<file path="src/rtl/ccff_chain_loader.sv">
// ccff_chain_loader
//   Loads a configuration chain (ccff) from a host word stream. Each accepted
//   word is shifted MSB-first onto ccff_head. ccff_shift_en gates the chain
//   clock and is high only during shift cycles, so host stalls never move the
//   chain. A pass ends after CHAIN_LEN shifts. Any low-order bits of the final
//   word that lie beyond CHAIN_LEN are dropped.
//
// Optional feature, macro CCFF_LOADER_VERIFY_EN:
//   When defined, a pass started with verify=1 also compares ccff_tail with
//   ccff_head in every shift cycle and sets a sticky error flag on mismatch.
//   When undefined, verify and ccff_tail are ignored and error is tied to 0.
//
// Ports:
//   prog_clk       clock; all state changes on its rising edge
//   pReset_n       synchronous active-low reset
//   start          one-cycle pass request, honoured only when idle
//   verify         sampled with start; selects a verify pass
//   bs_data        host configuration word (WORD_W bits)
//   bs_valid       host word valid
//   bs_ready       loader accepts a word this cycle
//   ccff_head      serial data to the chain head
//   ccff_shift_en  chain shifts at the end of every cycle this is high
//   ccff_tail      serial data returned from the chain tail
//   busy           pass in progress
//   done           one-cycle pulse at the end of a pass
//   error          sticky verify mismatch, cleared when a pass starts
module ccff_chain_loader #(
  parameter int CHAIN_LEN = 64,
  parameter int WORD_W    = 8
) (
  input  logic              prog_clk,
  input  logic              pReset_n,
  input  logic              start,
  input  logic              verify,
  input  logic [WORD_W-1:0] bs_data,
  input  logic              bs_valid,
  output logic              bs_ready,
  output logic              ccff_head,
  output logic              ccff_shift_en,
  input  logic              ccff_tail,
  output logic              busy,
  output logic              done,
  output logic              error
);

  localparam int BCW = $clog2(CHAIN_LEN + 1);
  localparam int WIW = $clog2(WORD_W + 1);

  typedef enum logic [1:0] {
    S_IDLE,
    S_FETCH,
    S_SHIFT,
    S_DONE
  } state_t;

  state_t            state_q;
  logic [WORD_W-1:0] word_q;
  logic [WIW-1:0]    widx_q;
  logic [BCW-1:0]    bcnt_q;
  logic              ready_q;
  logic              head_q;
  logic              shen_q;
  logic              busy_q;
  logic              done_q;

  logic [WORD_W-1:0] word_shl;
  logic [WIW-1:0]    widx_inc;
  logic [BCW-1:0]    bcnt_inc;

  assign word_shl = word_q << 1;
  assign widx_inc = widx_q + WIW'(1);
  assign bcnt_inc = bcnt_q + BCW'(1);

`ifdef CCFF_LOADER_VERIFY_EN
  logic verify_q;
  logic error_q;
  assign error = error_q;
`else
  logic unused_inputs;
  assign unused_inputs = verify ^ ccff_tail;
  assign error         = 1'b0;
`endif

  // head_q is loaded one cycle ahead with the bit that will be on the wire
  // in the next shift cycle, keeping ccff_head a registered output.
  always_ff @(posedge prog_clk) begin
    if (!pReset_n) begin
      state_q <= S_IDLE;
      word_q  <= '0;
      widx_q  <= '0;
      bcnt_q  <= '0;
      ready_q <= 1'b0;
      head_q  <= 1'b0;
      shen_q  <= 1'b0;
      busy_q  <= 1'b0;
      done_q  <= 1'b0;
`ifdef CCFF_LOADER_VERIFY_EN
      verify_q <= 1'b0;
      error_q  <= 1'b0;
`endif
    end else begin
      done_q <= 1'b0;
      unique case (state_q)
        S_IDLE: begin
          if (start) begin
            state_q <= S_FETCH;
            bcnt_q  <= '0;
            ready_q <= 1'b1;
            busy_q  <= 1'b1;
`ifdef CCFF_LOADER_VERIFY_EN
            verify_q <= verify;
            error_q  <= 1'b0;
`endif
          end
        end
        S_FETCH: begin
          if (bs_valid && ready_q) begin
            state_q <= S_SHIFT;
            word_q  <= bs_data;
            widx_q  <= '0;
            ready_q <= 1'b0;
            shen_q  <= 1'b1;
            head_q  <= bs_data[WORD_W-1];
          end
        end
        S_SHIFT: begin
          word_q <= word_shl;
          widx_q <= widx_inc;
          bcnt_q <= bcnt_inc;
`ifdef CCFF_LOADER_VERIFY_EN
          if (verify_q && (ccff_tail != head_q)) begin
            error_q <= 1'b1;
          end
`endif
          if (bcnt_inc == BCW'(CHAIN_LEN)) begin
            state_q <= S_DONE;
            shen_q  <= 1'b0;
            done_q  <= 1'b1;
          end else if (widx_inc == WIW'(WORD_W)) begin
            state_q <= S_FETCH;
            shen_q  <= 1'b0;
            ready_q <= 1'b1;
          end else begin
            head_q <= word_shl[WORD_W-1];
          end
        end
        S_DONE: begin
          state_q <= S_IDLE;
          busy_q  <= 1'b0;
        end
        default: begin
          state_q <= S_IDLE;
        end
      endcase
    end
  end

  assign bs_ready      = ready_q;
  assign ccff_head     = head_q;
  assign ccff_shift_en = shen_q;
  assign busy          = busy_q;
  assign done          = done_q;

endmodule
</file>
<file path="config.mk">
export PLATFORM = sky130hd
export DESIGN_NAME = ccff_chain_loader
export DESIGN_NICKNAME = d
export VERILOG_FILES = /design/src/rtl/ccff_chain_loader.sv
export SDC_FILE = /design/constraint.sdc
export NUM_CORES = 1
export LEC_CHECK = 0
export ABC_AREA = 1
export ABC_CLOCK_PERIOD_IN_PS = 2150
export BUFFER_PORTS_ARGS = -buffer_cell sky130_fd_sc_hd__buf_2
export CORE_MARGIN = 2
export CORE_UTILIZATION = 49
export DETAILED_ROUTE_END_ITERATION = 10
export PLACE_DENSITY = 0.7
export SYNTH_ARGS = -nofsm -noshare
export SYNTH_HDL_FRONTEND = slang
export SYNTH_SLANG_ARGS = --single-unit
</file>
<file path="constraint.sdc">
create_clock -name prog_clk -period 2.15 [get_ports prog_clk]
set_input_delay 0.43 -clock prog_clk [delete_from_list [all_inputs] [get_ports prog_clk]]
set_output_delay 0.43 -clock prog_clk [all_outputs]
set_load 0.02 [all_outputs]
</file>
* Yosys cells after proc, flatten, opt, wreduce, memory -nomap -nowiden *
Cells that the tools add are included.

word-level totals
  word-level logic and storage cells = 62
  output and inout port bits = 6
  flip-flop bits (word level) = 25
  input port bits = 14

operators by class
  add/sub/neg operators = 2
  multiplexer cells = 26
  reduce and logical (&&, ||, !) cells = 14
  equal/unequal tests = 11

operator list
  kind                                           count
  case mux 7 bit (2 select lines)                2
  2-to-1 mux 7 bit                               2
  2-to-1 mux 1 bit                               11
  inequality test 2 bit, second input constant   5
  2-to-1 mux 2 bit                               4
  case mux 2 bit (4 select lines)                1
  case mux 4 bit (2 select lines)                1
  AND reduction 2 bit                            4
  adder 7 x 1 -> 7 bit, second input constant    1
  == test 7 bit, second input constant           1
  case mux 1 bit (2 select lines)                3
  AND reduction 3 bit                            2
  nonzero test 2 bit                             3
  AND reduction 5 bit                            1
  adder 4 x 1 -> 4 bit, second input constant    1
  == test 2 bit, second input constant           2
  == test 4 bit, second input constant           1
  2-to-1 mux 4 bit                               1
  AND reduction 4 bit                            1
  inequality test 3 bit, second input constant   1
  case mux 1 bit (3 select lines)                1
  nonzero test 3 bit                             1
  == test 2 x 1 -> 1 bit, second input constant  1
  zero test 2 bit                                1
  logical AND 1 bit                              1

* Logic depth before layout (Yosys ltp) *
  depth in word-level cells = 5
  gate-level depth with buffers = 11
  gate-level depth less buffers = 11

* Worst setup path before layout *
Ideal clock, no wire load.

  path kind = register to register
  from = register bcnt_q[0]
  to = register head_q, in the netlist ccff_head
  data required time = 2,035 ps
  arrival = 1,259 ps
  slack = 776 ps
  cell stages (with the launch flop) = 10
  library setup time = 115 ps
  buffers on the path = 0
  cell sequence = dfxtp_1 > ha_1 > nand2_1 > inv_1 > nand3b_1 > nand2_1 > nor2_2 > nand3_2 > a21oi_1 > nor2_1

on the way
  longest elaborated chain between the ends = 4

RTL lines
  item                             RTL line  text
  from (decl)                      59        logic [BCW-1:0] bcnt_q;
  from (signal assigned)           129       bcnt_q <= bcnt_inc;
  adder 7 x 1 -> 7 bit             72        assign bcnt_inc = bcnt_q + BCW'(1);
  == test 7 bit                    135       if (bcnt_inc == BCW'(CHAIN_LEN)) begin
  inequality test 2 bit (no line)  --
  AND reduction 4 bit (no line)    --
  to (signal assigned)             123       head_q <= bs_data[WORD_W-1];
  to (signal assigned)             144       head_q <= word_shl[WORD_W-1];
  to (decl)                        61        logic head_q;

No other way between the ends.
A chain may end at the register's enable or synchronous reset.

* Worst setup path after layout *
  from = register state_q[1]
  to = register head_q, in the netlist ccff_head

on the way
  longest elaborated chain between the ends = 3
  elaborated cells on any way between the ends = 8
  classes of those cells = eq/ne: 5; mux: 1; reduce/logical: 2

RTL lines
  item                                                                          RTL line  text
  from (decl)                                                                   56        state_t state_q;
  from (signal assigned)                                                        88        state_q <= S_IDLE;
  from (signal assigned)                                                        106       state_q <= S_FETCH;
  from (signal assigned)                                                        118       state_q <= S_SHIFT;
  == test 2 bit / == test 2 x 1 -> 1 bit (equally long branches)                103       unique case (state_q)
  inequality test 2 bit (no line) / nonzero test 2 bit (equally long branches)  --
  AND reduction 4 bit (no line)                                                 --

Parallel ways exist; a longest one is shown, timed or not.

==> run_results.csv <==
group,metric,value,unit
floorplanning,fp.coreArea,2500,µm²
sta,finClkSkew,4.800,ps
placed_design,gp_congestion,0.7719,
yosys,synthCells,175,
yosys,avgSynthCellArea,7.414,µm²
setup_path,path_max_fanout,15,
worst_hold_path,min-delay-start,"bs_data[0]",
route,drtIter0Drc,18,
placed_design,dp_hpwl,1.815,mm
pwr,p_per_area,1080,nW/µm²
floorplanning,ios,20,
pwr,vdd_drop_max,0.7321,mV
sta,rsz0062_at_grt,"no",
yosys,ys_ff_latch,25,
placed_design,numPortBuffers,16,
setup_path,reg2reg_depth,6,
global_route,grt_pass1_wl,4.298,mm
sta,timing.fmax,631.6,MHz
setup_path,rr_startpoint,"state_q[1]$_SDFFE_PN0P_",
setup_path,worst_setup_path_end_kind,"flip-flop",
route,dr_wl_met2,1.198,mm
sta,worst_pin_slew,503.7,ps
yosys,syn-cell-area,1297,µm²
clock_network,clk_latency,320,ps
global_route,grt-ovfl-total,0,
cells_and_area,stdcell_count,220,
clock_network,cts.sinks,25,
clock_network,clk_pin_slew,140,ps
route,met3_length,80,µm
yosys,synth_nets,191,
placed_design,dp_cells,216,
worst_hold_path,whs_path_depth,3,
setup_path,critPathArrivalTime,1820,ps
cells_and_area,antenna_cells,0,
floorplanning,initial_utilization,51.90,%
global_route,grt_pass1_vias,1027,
floorplanning,core.rowCount,18,
outcome,outcome,"finished clean",
cells_and_area,syn2layout_area_growth,6.750,%
clock_network,cts_tree,"built",
sta,period_minus_slack,1583,ps
clock_network,postCtsSetupRepairBufs,0,
route,dr.pass1.iters,4,
pwr,cellLeakagePower,0.6077,nW
sta,slew_viol_final,0,
setup_path,cp_cell_sequence,"inv_2 -> nor2_4 -> buf_4 -> nand3_2 -> a21oi_1 -> nor2_1",
clock_network,cts_resized,0,
sta,hold_viol_final,0,
yosys,ys_types,30,
clock_network,ctsHtreeMaxLevel,1,
setup_path,slowest_delay,480,ps
floorplanning,die_w,55.46,µm
route,topRoutingLayerUsed,"met4",
floorplanning,die_h,55.46,µm
setup_path,cp_top_family,"simple AND/OR/NAND/NOR gates",
clock_network,clock-root-buffer,"clkbuf_4",
route,ant_nets,0,
setup_path,reg2reg_setup_slack,570,ps
clock_network,clk_path_buf_depth,2,
route,drc_errors,0,
yosys,yosys_warnings,0,
job,drv_cap,0,
setup_path,rr_endpoint,"ccff_head$_SDFFE_PN0P_",
cells_and_area,drive_gt1_share,20.53,%
floorplanning,dieArea,3076,µm²
clock_network,cts_buffers,3,
clock_network,holdBufCountCts,0,
route,viasPerCell,5.236,
route,wl_met1,1.113,mm
sta,setup-violations-final,0,
setup_path,crit_slowest_cell,"dfxtp_1",
route,post_drt_wl_per_cell,11.01,µm
worst_hold_path,hold_path_end,"word_q[0]$_SDFFE_PN0P_",
global_route,antenna_found_initial,0,
setup_path,required,2380,ps
route,routed_wl,2.423,mm
global_route,grt_usage,16.94,%
global_route,grt_max_degree,16,
setup_path,critical_path_buf_inv_count,2,
setup_path,worst-setup-path-type,"reg -> reg",
sta,timing.setup.tns,0,ps
route,vias,1152,
sta,slew_headroom,66.20,%
cells_and_area,fin_nets,207,
sta,period_share,73.64,%
yosys,ys_seq_area_share,38.57,%
setup_path,start_kind,"flip-flop",
worst_hold_path,min_path_type,"in -> reg",
## stage by stage
stage	setup WS [ps]	instance area [µm²]	power (mW)	hold slack, ps	utilization, %
finish	566.6	1385	1.496	350.5	55.41
global route	432.9	1385	1.621	329.8	55.41
CTS	538.8	1385	1.517	331.9	55.41
detailed placement	569.1	1358	1.300	471.8	54.30
global placement	604.8	1358	1.273	457.9	54.30
floorplan	775.9	1297	1.230	451.7	-
## layout make-up
class / count / area, µm²
multi-input cells: 128 / 669.4
well taps: 30 / 37.54
clock buffers: 3 / 22.52
fillers: 230 / 1115
clock inverters: 1 / 5.005
inverters: 16 / 62.56
repair buffers: 17 / 87.58
flip-flops and latches: 25 / 500.5
## cell usage in the layout, fill, tap and decap left out
master	count
nand3_4	1
nor2_1	9
nor2_2	2
inv_2	2
a21oi_2	1
inv_4	1
nand2_4	1
nand3_1	12
nand3b_1	1
clkinv_2	1
o21ai_2	2
dfxtp_1	25
mux2i_1	1
a31oi_2	2
o21ai_0	8
nand3_2	2
inv_1	13
o21ai_1	3
a21oi_1	17
o21bai_2	1
nor2_4	2
buf_2	16
xnor2_1	1
nand2_1	54
conb_1	1
a31oi_1	4
clkbuf_4	3
nand2_2	1
buf_4	1
ha_1	2
## synthesized netlist by cell type, drive strengths merged
| library cell | number | share of area [%] |
|---|---|---|
| a31oi | 6 | 3.9 |
| buf | 5 | 4.7 |
| nand3b | 1 | 0.58 |
| nor2 | 13 | 5.3 |
| conb | 1 | 0.29 |
| mux2i | 1 | 0.77 |
| a21oi | 18 | 7.2 |
| o21ai | 13 | 5.6 |
| inv | 16 | 4.8 |
| clkbuf | 1 | 0.29 |
| o21bai | 1 | 0.87 |
| nand3 | 15 | 7.5 |
| xnor2 | 1 | 0.68 |
| dfxtp | 25 | 39 |
| nand2 | 56 | 17 |
| ha | 2 | 1.9 |
## flip-flops by register name, indices dropped and copies added (netlist names)
| register | cells |
|---|---|
| bs_ready | 1 |
| busy | 1 |
| ccff_shift_en | 1 |
| word_q | 7 |
| bcnt_q | 7 |
| done | 1 |
| widx_q | 4 |
| state_q | 2 |
| ccff_head | 1 |
## worst max path at each step
stage	start	to	slack [ps]	cells past startpoint
floorplan	bcnt_q[0]$_SDFFE_PN0P_	ccff_head$_SDFFE_PN0P_	780	9
global placement	state_q[1]$_SDFFE_PN0P_	ccff_head$_SDFFE_PN0P_	600	6
detailed placement	state_q[1]$_SDFFE_PN0P_	ccff_head$_SDFFE_PN0P_	570	6
CTS	state_q[1]$_SDFFE_PN0P_	ccff_head$_SDFFE_PN0P_	540	6
global route	bcnt_q[0]$_SDFFE_PN0P_	state_q[0]$_SDFFE_PN0P_	430	10
finish	state_q[1]$_SDFFE_PN0P_	ccff_head$_SDFFE_PN0P_	570	6
## routing by layer
layer  up-vias  track usage (%)
met2        19            28.91
met1       534            21.35
met5         -                0
met4         0            6.272
li1        596                -
met3         3            2.810
## cells by family after synthesis
logic type,Yosys count,share of synthesized area [%]
compound gates,38,17.55
xor+xnor,1,0.6751
fa+ha+maj,2,1.928
buf+inv,22,9.837
flops,25,38.57
mux,1,0.7715
other cells,1,0.2890
simple gates,85,30.38
## worst reg2reg max path, stage by stage, from the launching register on
cell	delay [ps]
dfxtp_1	480
inv_2	80
nor2_4	330
buf_4	240
nand3_2	160
a21oi_1	160
nor2_1	50
## report_power, final
part           internal [mW]  leakage (nW)  switching, mW
Clock                 0.0697        0.0177          0.140
Combinational          0.211         0.386          0.399
Sequential             0.579         0.204         0.0984
No activity file was read; power rests on OpenSTA's default activity.
